<file path="config.mk">
export PLATFORM = sky130hd
export DESIGN_NAME = result_drain_packer
export DESIGN_NICKNAME = d
export VERILOG_FILES = /design/src/rtl/result_drain_packer.sv
export SDC_FILE = /design/constraint.sdc
export NUM_CORES = 1
export LEC_CHECK = 0
export ABC_AREA = 1
export BUFFER_PORTS_ARGS = -buffer_cell sky130_fd_sc_hd__buf_4
export CORE_MARGIN = 2
export CORE_UTILIZATION = 49
export CTS_CLUSTER_DIAMETER = 60
export DETAILED_ROUTE_END_ITERATION = 6
export PLACE_DENSITY = 0.76
export SETUP_SLACK_MARGIN = 0.5
export SYNTH_ARGS = -nofsm -noshare
export SYNTH_HDL_FRONTEND = slang
export SYNTH_SLANG_ARGS = --single-unit
</file>
<file path="constraint.sdc">
create_clock -name clk -period 1.9 [get_ports clk]
set_clock_uncertainty 0.1 [all_clocks]
set_input_delay 0.095 -clock clk [delete_from_list [all_inputs] [get_ports clk]]
set_output_delay 0.095 -clock clk [all_outputs]
set_load 0.02 [all_outputs]
</file>
<file path="src/rtl/result_drain_packer.sv">
// rtl/result_drain_packer.sv - drains CNN result buffer, applies optional ReLU, packs results into addressed output words
//
// Ports:
//   clk, reset                  rising-edge clock, asynchronous active-high reset
//   start, num_results, relu_en job launch; parameters latched with start in IDLE
//   result_buffer_*             pop handshake toward the core result buffer
//   out_data/keep/addr/last     packed word, lane mask, word address, final-word flag
//   out_valid, out_ready        output word handshake
//   busy, done                  job in progress, one-cycle end-of-job pulse
module result_drain_packer #(
    parameter int RESULT_BUFFER_WIDTH = 8,
    parameter int PACK                = 4,
    parameter int CNT_WIDTH           = 16,
    parameter int OUT_ADDR_WIDTH      = 10
) (
    input  logic                                clk,
    input  logic                                reset,
    input  logic                                start,
    input  logic [CNT_WIDTH-1:0]                num_results,
    input  logic                                relu_en,
    input  logic [RESULT_BUFFER_WIDTH-1:0]      result_buffer_out,
    input  logic                                result_buffer_empty,
    input  logic                                result_buffer_valid,
    output logic                                result_buffer_read_enable,
    output logic [PACK*RESULT_BUFFER_WIDTH-1:0] out_data,
    output logic [PACK-1:0]                     out_keep,
    output logic [OUT_ADDR_WIDTH-1:0]           out_addr,
    output logic                                out_valid,
    input  logic                                out_ready,
    output logic                                out_last,
    output logic                                busy,
    output logic                                done
);

    localparam int RBW  = RESULT_BUFFER_WIDTH;
    localparam int IDXW = $clog2(PACK + 1);
    localparam logic [IDXW-1:0] PACK_IDX = IDXW'(PACK);

    typedef enum logic [2:0] {
        IDLE = 3'd0,
        REQ  = 3'd1,
        WAIT = 3'd2,
        EMIT = 3'd3,
        DONE = 3'd4
    } state_t;

    state_t                  state;
    logic [PACK*RBW-1:0]     lanes;
    logic [PACK-1:0]         keep;
    logic [IDXW-1:0]         idx;
    logic [CNT_WIDTH-1:0]    remaining;
    logic                    relu_q;

    logic [IDXW-1:0]         idx_next;
    logic [CNT_WIDTH-1:0]    rem_next;
    logic [RBW-1:0]          lane_val;

    assign idx_next = idx + 1'b1;
    assign rem_next = remaining - 1'b1;
    assign lane_val = (relu_q && result_buffer_out[RBW-1]) ? '0 : result_buffer_out;

    // Pop is only requested from REQ, so WAIT guarantees a single outstanding pop.
    assign result_buffer_read_enable = (state == REQ) && !result_buffer_empty;
    assign out_data = lanes;
    assign out_keep = keep;

    always_ff @(posedge clk or posedge reset) begin
        if (reset) begin
            state     <= IDLE;
            lanes     <= '0;
            keep      <= '0;
            idx       <= '0;
            remaining <= '0;
            relu_q    <= 1'b0;
            out_addr  <= '0;
            out_valid <= 1'b0;
            out_last  <= 1'b0;
            busy      <= 1'b0;
            done      <= 1'b0;
        end else begin
            done <= 1'b0;
            case (state)
                IDLE: begin
                    if (start) begin
                        remaining <= num_results;
                        relu_q    <= relu_en;
                        out_addr  <= '0;
                        lanes     <= '0;
                        keep      <= '0;
                        idx       <= '0;
                        busy      <= 1'b1;
                        if (num_results == '0) begin
                            state <= DONE;
                            done  <= 1'b1;
                        end else begin
                            state <= REQ;
                        end
                    end
                end
                REQ: begin
                    if (!result_buffer_empty) begin
                        state <= WAIT;
                    end
                end
                WAIT: begin
                    if (result_buffer_valid) begin
                        for (int i = 0; i < PACK; i++) begin
                            if (idx == IDXW'(i)) begin
                                lanes[i*RBW +: RBW] <= lane_val;
                                keep[i]             <= 1'b1;
                            end
                        end
                        idx       <= idx_next;
                        remaining <= rem_next;
                        if (idx_next == PACK_IDX || rem_next == '0) begin
                            state     <= EMIT;
                            out_valid <= 1'b1;
                            out_last  <= (rem_next == '0);
                        end else begin
                            state <= REQ;
                        end
                    end
                end
                EMIT: begin
                    if (out_ready) begin
                        out_valid <= 1'b0;
                        out_last  <= 1'b0;
                        out_addr  <= out_addr + 1'b1;
                        lanes     <= '0;
                        keep      <= '0;
                        idx       <= '0;
                        if (remaining == '0) begin
                            state <= DONE;
                            done  <= 1'b1;
                        end else begin
                            state <= REQ;
                        end
                    end
                end
                DONE: begin
                    state <= IDLE;
                    busy  <= 1'b0;
                end
                default: begin
                    state <= IDLE;
                    busy  <= 1'b0;
                end
            endcase
        end
    end

endmodule

</file>
==> summary.md <==
The starting density of the core is 51.4%, and the area of the core is 7330 sq um. For the global router's overall resource usage, the log shows 37.0%. The predominant post-synthesis flop cell is sky130_fd_sc_hd__dfrtp_1.

After the last flow step, the layout net total stands at 707. For this design the ratio of total power to cell area is 1800 nW/um^2. Buffers placed on the I/O ports in this run total 81. For the final routed database, the setup TNS stands at -14120 ps.

Synthesis produced a netlist whose cell count is 457. The fill cell total of the finished layout was 172; the highest clock rate was 415 MHz. The run finished, with violations left. The multi-input combinational cells in the finished layout cover a total of 2580 sq um. The tools report the startpoint type of the worst setup path as a register. The first detailed-routing pass ran for 7 iterations. Synthesis produced a netlist with a net count of 497.

Excluding fillers, the count of instances in the completed layout stands at 771. The tools report the count of unique library cells instantiated by Yosys as 37. Across the run, the number of max-cap violations was 0. The hold-critical path endpoint was done. The clock tree synthesis step divided the H-tree into 3 levels. In the routed design, unresolved DRC markers number 31.

The setup check on the worst reg-to-reg path leaves a slack of -510 ps. The worst setup margin is -511 ps, and the worst hold path stage count is 4. Once layout is complete, the utilization of the core stands at 95.8%. The logs give 3.27 nW for the cell leakage power and 0 for the number of antenna repair diodes. The startpoint identified for the worst register-to-register timing path is remaining[12].

VDD sags by at most 0.00121 V. The share of the clock period used by the worst path after layout was 127%. On the final layout, the worst hold slack is 45.3 ps. Setup violations remaining at the end of the flow were counted as 64.

The clock period minus final worst setup slack works out to 2410 ps. Counting flops with a built-in enable in the synthesized netlist gives 0. For the maximum count of clock buffers along a single path, the log shows 2.

In this run the critical register-to-register path is captured at out_valid. In this run the clock root is driven by a sky130_fd_sc_hd__clkbuf_8. By startpoint and endpoint, the worst setup path is classified as reg2reg. In the final layout, the share of cells above drive strength 1 is 58.3%. The die covers 8400 sq um. Summing the sequential cell areas from Yosys gives 48.5% of the chip area. The mapped netlist covers 3760 sq um. For this block, the routed nets add up to 20.8 mm of wire. The worst hold path belongs to the class in2reg.

Once detailed placement completed, the half-perimeter wirelength came to 7.02 mm. STA classifies the critical path endpoint as a register. TritonCTS built the clock tree. Using the TritonRoute via totals, the vias-per-cell ratio works out to 6.67.

In this run the remaining antenna-violating nets after routing total 0. Data on the critical path arrives at its endpoint at 2580 ps. For this run, asynchronously set or reset flops after synthesis account for 100%. The clock slew at the register clock pins of the worst setup and hold paths came out at 90 ps.

The tools report the final hold violation count as 0. The tools report the count of pins over their slew limit as 0. Routability-driven placement finished with a final weighted congestion of 0.885. Clock tree synthesis found a total of 73 sinks. The run gives 0 as the initial antenna violation count. The final reports fail on DRC, setup timing. For the pin with the worst max-slew slack, the measured transition is 734 ps. The die boundary width is 91.7 um.

For the later-pin clock latency in the skew report, the log shows 390 ps. During I/O placement, the number of pins put on the boundary was 82. The tools report the row count as 31.

Setup repair after global routing could not meet its margin everywhere. In this run, placement finished with an instance count of 650. The number of cell instances on the worst register-to-register path was 16; the largest driver fanout on the critical path was 4. Entering global routing, the biggest net connects 52 pins. The total number of vias is 5145, and the via count of the first global-routing pass is 4582.

Headroom to the max-slew limit came out at 51.0%. From bottom edge to top edge, the die measures 91.7 um. For the worst setup path, the data required time is 2070 ps. A synthesized cell averages 8.24 sq um. Hold path startpoint: num_results[3]. The wire length per cell is 27.0 um. Across the whole layout, storage elements account for 1840 sq um. The total CTS buffers came out at 9.

Relative to the synthesized area, the layout overhead comes to 86.5%. After synthesis the netlist holds a flip-flop and latch count of 73. Overall power: 12.6 mW. The tools report the starting DRC count in detailed routing as 712.

Warning count from the yosys run: 0. The logs give 23.9 mm for the global-route wire length before repair and 0 for the residual overflow from global routing.
-- through the flow --
stage	worst slack, ps	cell area (sq um)
floorplan	68.0	3870
global placement	-179	4710
detailed placement	-244	4710
CTS	-164	6190
global route	-507	7020
finish	-511	7020
-- cell families (layout without fill, tap and decap cells) --
logic type,count (synthesis),count (layout),synth area share [%]
adders and majority gates,9,9,2.99
xor gates and xnor gates,2,2,0.465
and+or+nand+nor,214,215,25.9
buffers and inverters,62,274,7.01
AOI/OAI and AO/OA,96,98,14.9
DFF,73,73,48.5
muxes,1,1,0.299
-- final cells by class --
class / count / share of cell area, %
clock buffers: 9 / 1.76
clock inverters: 7 / 0.855
inverters: 50 / 3.05
multi-input cells: 325 / 36.7
flip-flops and latches: 73 / 26.1
well taps: 99 / 1.76
repair buffers: 208 / 29.7
-- synth_stat cells, types with 7 or more instances --
cell / count / area (sq um)
sky130_fd_sc_hd__a21oi_1: 12 / 60.1
sky130_fd_sc_hd__clkbuf_1: 7 / 26.3
sky130_fd_sc_hd__dfrtp_1: 73 / 1830
sky130_fd_sc_hd__ha_1: 9 / 113
sky130_fd_sc_hd__inv_1: 43 / 161
sky130_fd_sc_hd__nand2_1: 106 / 398
sky130_fd_sc_hd__nand3_1: 32 / 160
sky130_fd_sc_hd__nor2_1: 41 / 154
sky130_fd_sc_hd__nor3_1: 7 / 35.0
sky130_fd_sc_hd__o21ai_0: 59 / 295
sky130_fd_sc_hd__o22ai_1: 12 / 75.1
-- placed cells by master (no fill, tap or decap), types with 5 or more instances in the layout --
cell and instances:
sky130_fd_sc_hd__nand2_4 20, sky130_fd_sc_hd__nand3_2 8, sky130_fd_sc_hd__dfrtp_2 7, sky130_fd_sc_hd__dlygate4sd3_1 26, sky130_fd_sc_hd__dfrtp_1 66, sky130_fd_sc_hd__nand2_1 59
sky130_fd_sc_hd__a21oi_1 8, sky130_fd_sc_hd__nor2_4 16, sky130_fd_sc_hd__nor2_2 11, sky130_fd_sc_hd__ha_1 8, sky130_fd_sc_hd__nand3_1 15, sky130_fd_sc_hd__buf_4 128
sky130_fd_sc_hd__nand3_4 9, sky130_fd_sc_hd__inv_1 36, sky130_fd_sc_hd__o22ai_2 8, sky130_fd_sc_hd__inv_2 8, sky130_fd_sc_hd__o21ai_2 42, sky130_fd_sc_hd__nand4_1 5
sky130_fd_sc_hd__o21ai_4 5, sky130_fd_sc_hd__nand2_2 30, sky130_fd_sc_hd__buf_12 12, sky130_fd_sc_hd__clkbuf_8 9, sky130_fd_sc_hd__buf_16 7, sky130_fd_sc_hd__o21ai_0 6
sky130_fd_sc_hd__nor2_1 23, sky130_fd_sc_hd__buf_6 30, sky130_fd_sc_hd__o21ai_1 13
-- repair_timing --
item                                   CTS  global route
endpoints found under the hold margin   70             0
pin swaps                               37            51
cloned                                  10             2
setup buffers                           44            23
gates resized for setup                133           164
setup endpoints to repair               73            74
hold buffers                            26             0
-- worst max-delay path by stage --
stage                        endpoint          start  slack (ps)
after floorplan           out_addr[8]       state[2]          70
after global placement      out_valid   remaining[3]        -180
after detailed placement     out_last   remaining[3]        -240
after CTS                   out_valid   remaining[2]        -160
after global routing         state[1]  remaining[12]        -510
final                       out_valid  remaining[12]        -510
-- report_power, final --
group          switching (mW)  internal, mW
combinational            4.69          3.85
sequential              0.722          2.11
clock                   0.752         0.496
total                    6.16          6.45
-- metal layers --
layer / up-vias / routed length (um) / GRT usage [%]
li1: 1960 / - / -
met1: 2401 / 6730 / 43.0
met5: - / 0 / 0
met2: 539 / 9330 / 61.6
met3: 245 / 2500 / 7.97
met4: 0 / 2280 / 24.6
-- sequential cells by signal, indices dropped and copies added, names as in the netlist --
register   flops
out_data      32
remaining     16
out_addr      10
out_keep       4
idx            3
state          3
busy           1
done           1
out_last       1
out_valid      1
relu_q         1
-- critical path, cell delays in order, from the launching register on --
cell and delay [ps]:
sky130_fd_sc_hd__dfrtp_1 480, sky130_fd_sc_hd__nor2_1 220, sky130_fd_sc_hd__nand2_1 110, sky130_fd_sc_hd__nor2_2 160, sky130_fd_sc_hd__nand2_1 100, sky130_fd_sc_hd__nand2_1 140
sky130_fd_sc_hd__nand2_1 130, sky130_fd_sc_hd__inv_1 110, sky130_fd_sc_hd__nand2_2 60, sky130_fd_sc_hd__nor2_2 120, sky130_fd_sc_hd__nand3_2 110, sky130_fd_sc_hd__nand2_2 80
sky130_fd_sc_hd__nand2_2 80, sky130_fd_sc_hd__nand2_4 90, sky130_fd_sc_hd__nand2_4 60, sky130_fd_sc_hd__nand2_1 70, sky130_fd_sc_hd__nand2_1 70
Power figures use the tool's default switching activity.
